$ cat src/rtl/tlb_fill_ctrl.sv
// TLB entry RAM write-side controller: accepts walker fills, picks a victim
// (first invalid entry, else tree pseudo-LRU) and strobes a one-hot write.
module tlb_fill_ctrl #(
    parameter int unsigned TLB_ENTRIES = 8,
    parameter int unsigned PTE_BITS    = 64
) (
    input  logic                   clk,
    input  logic                   reset_n,
    input  logic                   FillValid,
    output logic                   FillReady,
    input  logic [PTE_BITS-1:0]    FillPTE,
    input  logic                   TLBHit,
    input  logic [TLB_ENTRIES-1:0] Matches,
    input  logic                   Flush,
    output logic [TLB_ENTRIES-1:0] WriteEnables,
    output logic [PTE_BITS-1:0]    PTE,
    output logic [TLB_ENTRIES-1:0] Valid,
    output logic                   FillDone
);

    localparam int unsigned IDX_W = $clog2(TLB_ENTRIES);
    localparam int unsigned NODES = TLB_ENTRIES - 1;

    typedef enum logic [0:0] {StIdle, StWrite} state_e;

    state_e                 r_state;
    logic [TLB_ENTRIES-1:0] r_valid;
    logic [NODES-1:0]       r_plru;
    logic [PTE_BITS-1:0]    r_pte;
    logic [IDX_W-1:0]       r_victim;
    logic [TLB_ENTRIES-1:0] r_we;
    logic                   r_done;

    logic [IDX_W-1:0]       w_first_inv;
    logic                   w_any_inv;
    logic [IDX_W-1:0]       w_plru_victim;
    logic [IDX_W-1:0]       w_victim;
    logic [IDX_W-1:0]       w_hit_idx;
    logic [NODES-1:0]       w_plru_hit;
    logic [NODES-1:0]       w_plru_fill;

    // Heap-ordered tree: node k has children 2k+1 (lower half) and 2k+2 (upper half).
    function automatic logic [NODES-1:0] plru_touch(input logic [NODES-1:0] p,
                                                    input logic [IDX_W-1:0] e);
        logic [NODES-1:0] q;
        logic             dir;
        int               node;
        q    = p;
        node = 0;
        for (int l = 0; l < int'(IDX_W); l++) begin
            dir     = e[int'(IDX_W) - 1 - l];
            q[node] = ~dir;
            node    = 2 * node + 1 + (dir ? 1 : 0);
        end
        return q;
    endfunction

    function automatic logic [IDX_W-1:0] plru_walk(input logic [NODES-1:0] p);
        int node;
        node = 0;
        for (int l = 0; l < int'(IDX_W); l++) begin
            node = 2 * node + 1 + (p[node] ? 1 : 0);
        end
        return IDX_W'(node - int'(NODES));
    endfunction

    always_comb begin
        w_any_inv   = 1'b0;
        w_first_inv = '0;
        for (int i = int'(TLB_ENTRIES) - 1; i >= 0; i--) begin
            if (!r_valid[i]) begin
                w_any_inv   = 1'b1;
                w_first_inv = IDX_W'(i);
            end
        end
        w_plru_victim = plru_walk(r_plru);
        w_victim      = w_any_inv ? w_first_inv : w_plru_victim;
    end

    always_comb begin
        w_hit_idx = '0;
        for (int i = 0; i < int'(TLB_ENTRIES); i++) begin
            if (Matches[i]) begin
                w_hit_idx = w_hit_idx | IDX_W'(i);
            end
        end
        w_plru_hit  = TLBHit ? plru_touch(r_plru, w_hit_idx) : r_plru;
        // Fill touch applied on top of the hit touch, so the fill wins shared nodes.
        w_plru_fill = plru_touch(w_plru_hit, r_victim);
    end

    always_ff @(posedge clk or negedge reset_n) begin
        if (!reset_n) begin
            r_state  <= StIdle;
            r_valid  <= '0;
            r_plru   <= '0;
            r_pte    <= '0;
            r_victim <= '0;
            r_we     <= '0;
            r_done   <= 1'b0;
        end else begin
            r_we   <= '0;
            r_done <= 1'b0;
            if (Flush) begin
                r_valid <= '0;
                r_plru  <= '0;
                r_state <= StIdle;
            end else begin
                case (r_state)
                    StIdle: begin
                        r_plru <= w_plru_hit;
                        if (FillValid) begin
                            r_pte    <= FillPTE;
                            r_victim <= w_victim;
                            r_we     <= TLB_ENTRIES'(1) << w_victim;
                            r_done   <= 1'b1;
                            r_state  <= StWrite;
                        end
                    end
                    StWrite: begin
                        r_valid[r_victim] <= 1'b1;
                        r_plru            <= w_plru_fill;
                        r_state           <= StIdle;
                    end
                    default: r_state <= StIdle;
                endcase
            end
        end
    end

    // A flush in the write cycle suppresses the strobe that cycle.
    assign FillReady    = (r_state == StIdle) && !Flush;
    assign WriteEnables = Flush ? '0 : r_we;
    assign FillDone     = r_done && !Flush;
    assign PTE          = r_pte;
    assign Valid        = r_valid;

    hit_onehot_a: assert property (@(posedge clk) disable iff (!reset_n)
        TLBHit |-> $onehot(Matches));

endmodule

$ cat config.mk
export PLATFORM = sky130hd
export DESIGN_NAME = tlb_fill_ctrl
export DESIGN_NICKNAME = d
export VERILOG_FILES = /design/src/rtl/tlb_fill_ctrl.sv
export SDC_FILE = /design/constraint.sdc
export NUM_CORES = 1
export LEC_CHECK = 0
export ABC_AREA = 0
export CORE_ASPECT_RATIO = 1.4
export CORE_MARGIN = 4
export CORE_UTILIZATION = 29
export DETAILED_ROUTE_END_ITERATION = 10
export HOLD_SLACK_MARGIN = 0.1
export PLACE_DENSITY = 0.66
export SKIP_LAST_GASP = 1
export SYNTH_ARGS = -nofsm -noshare
export SYNTH_HDL_FRONTEND = slang
export SYNTH_SLANG_ARGS = --single-unit
$ cat constraint.sdc
create_clock -name clk -period 2.1 [get_ports clk]
set_clock_uncertainty 0.2 [all_clocks]
set_input_delay 0.21 -clock clk [delete_from_list [all_inputs] [get_ports clk]]
set_output_delay 0.21 -clock clk [all_outputs]
set_load 0.02 [all_outputs]
==> out/summary.txt <==
Hold Path Cell Cnt: 3
Hold Path Sink: PTE[48]
PwrDens: 842 nW/um^2
ANT nets after route: 0
Worst R2R Start: r_plru[0]
Root Driver: clkbuf_16
layout cells sized above 1: 9.24%
clock sinks: 91
reg-to-reg slack, setup: -0.11 ns
total number of vias: 3654
Max-slew headroom: 63.0%
Die H: 147 microns
Crit Path Max Fanout: 4
1st-iter DRT viols: 120
fin crit share: 105%
largest net degree at the start of global routing: 52
Clock Tree Buf Depth: 2
Peak VDD IR: 0.361 mV
# setup viols final: 9
core area: 13500 sq um
WP data required: 2.11 ns
worst slack, placed: -0.161 ns
RR Endpoint: r_we[1]
register bit total from synthesis: 91
most common cell after layout, fill and taps aside: nand2_1
drt wl/cell: 14.9 microns
IO Pins: 159
Worst R2R Path Depth: 7
hold_sp: FillPTE[48]
Leakage: 3.12 nW
CTS tree: built
Die ar.: 15700 sq um
GRT Total Usage: 15.4%
synthesized area: 3990 sq um
fin. max-slew vios: 0
CP max-delay cell: dfrtp_2
critical path type: flip-flop to flip-flop
Synth Flop Type: dfrtp_1
sequential area share after synthesis: 57.1%
RSZ-0062 raised after global routing: yes
most frequent cells in the layout: nand2_1 (206), clkdlybuf4s50_1 (147), dfrtp_1 (90)
Arr. time, crit path: 2.22 ns
Total Power: 5.38 mW
Synth Warn #: 0
die width: 107 microns
gr ovfl total: 0
row count: 50
startpoint types: flip-flop
CTS Buf Count: 9
antenna violations before repair: 0
Final Util: 47.5%
IO buf count: 157
nets@finish: 713
failing checks: negative setup slack
Final WS setup: -0.112 ns
Yosys cell types: 39
first-pass GRT wire length: 19400 microns
slowest stage delay, CP: 0.44 ns
Least-Margin Pin Slew: 0.554 ns
Ant. Diodes: 0
Post-synth EDFFs: 0
synthesized instance count: 443
DRC Markers: 0
Synth Area per Inst: 9.01 sq um
vias per cell: 4.51
worst min path class: input port to flip-flop
highest clock rate: 452 MHz
First-pass DRT Iterations: 4
CP Capture Type: flip-flop
H-tree lvl count: 3
DRT Wirelength: 12100 microns
outcome: finished with violations
Max-Cap Viols: 0
post-detail-place hpwl: 8810 microns
Final GP Congestion: 0.859
net count after synthesis: 533
clock latency at the later pin of the worst-skew pair: 0.33 ns
area grow syn2layout: 60.1%
final hold violations: 0
CP cell instances: mux2i_4 -> ha_4 -> mux2i_1 -> nor2_1 -> a311o_1 -> o211ai_1 -> nor2_1
clock slew at reported path FFs: 0.07 ns
vias in the first global route: 3938
fin crit period: 2.21 ns
Initial Util: 29.7%
Async SR Flop Fraction: 100%
CP dominant cell by count: nor2_1
[metal layers]
metal	vias up	track usage (%)	part of all wire (%)
met5	-	0	0
met1	1706	16.4	37
met2	130	27.2	52
met3	34	4.35	6.4
li1	1784	-	-
met4	0	8.00	4.4
[metrics by stage]
step | setup TNS [ns] | area [sq um] | std cells | hold slack [ns]
final | -0.603 | 6390 | 810 | 0.198
after global routing | -1.69 | 6390 | 810 | 0.198
after CTS | -0.340 | 6350 | 809 | 0.180
after detailed placement | -1.24 | 5950 | 792 | 0.0383
after global placement | -0.603 | 5950 | 792 | 0.0373
after floorplan | -0.381 | 3990 | 443 | -0.286
[how the worst max path moves through the flow]
| stage | startpoint | endpoint | cells past startpoint | slack, ns |
|---|---|---|---|---|
| finish | r_plru[0] | r_we[1] | 7 | -0.11 |
| floorplan | r_plru[0] | r_we[1] | 7 | -0.08 |
| global placement | Matches[6] | r_plru[6] | 7 | -0.09 |
| global route | r_plru[0] | r_we[3] | 7 | -0.25 |
| detailed placement | Matches[6] | r_plru[5] | 7 | -0.16 |
| CTS | r_plru[0] | r_we[3] | 7 | -0.08 |
[power by group]
part	switching, mW	internal (mW)
Combinational	0.660	0.625
Sequential	0.133	1.96
Clock	0.683	1.32
[synth_stat cells (2+ instances only)]
| master | number | area (sq um) |
|---|---|---|
| o211ai_1 | 2 | 15.0 |
| clkbuf_1 | 13 | 48.8 |
| a211oi_1 | 2 | 15.0 |
| nor2_1 | 19 | 71.3 |
| a31oi_1 | 4 | 25.0 |
| inv_1 | 10 | 37.5 |
| a221oi_1 | 4 | 35.0 |
| and3_1 | 4 | 25.0 |
| a22o_1 | 2 | 17.5 |
| a311oi_1 | 4 | 35.0 |
| nor4_1 | 2 | 12.5 |
| mux2i_1 | 2 | 20.0 |
| o31ai_1 | 2 | 15.0 |
| o21ai_0 | 8 | 40.0 |
| nand2b_1 | 3 | 18.8 |
| nand2_1 | 207 | 777 |
| dfrtp_1 | 91 | 2280 |
| nand3_1 | 6 | 30.0 |
| buf_2 | 6 | 30.0 |
| nor2b_1 | 10 | 62.6 |
| ha_1 | 13 | 163 |
| a21oi_1 | 11 | 55.1 |
| nor3_1 | 2 | 10.0 |
[worst max-delay path: cells and delay by family, from the launching register on]
kind	cells	cell delay, ns
flops	1	0.44
fa+ha+maj	1	0.30
simple gates	2	0.14
compound gates	2	0.61
mux	2	0.39
[registers in the layout, indices dropped and copies added (netlist names)]
signal	count
Valid	8
r_done	1
r_victim	3
r_plru	7
r_we	8
PTE	64
[final cells by class]
type / count / area, sq um
Multi-Input combinational cell: 323 / 1630
Tap cell: 182 / 228
Sequential cell: 91 / 2280
Inverter: 10 / 37.5
Clock inverter: 6 / 136
Fill cell: 1265 / 7060
Timing Repair Buffer: 188 / 1840
Clock buffer: 10 / 239
[logic make-up after synthesis]
| group | after synthesis | share of synthesized area, % |
|---|---|---|
| compound gates | 46 | 7.99 |
| xor+xnor | 1 | 0.219 |
| fa+ha+maj | 13 | 4.08 |
| buf+inv | 29 | 2.92 |
| flops | 91 | 57.1 |
| mux | 3 | 0.846 |
| simple gates | 260 | 26.9 |
[what timing repair did]
item                                   4_1_cts  5_1_grt
resized for setup                            4       10
hold buffers                                 1        0
pin swaps                                    4        5
setup endpoints to repair                   11       16
setup buffers                                0        1
endpoints found under the hold margin       40        0
No activity file was read; power rests on OpenSTA's default activity.
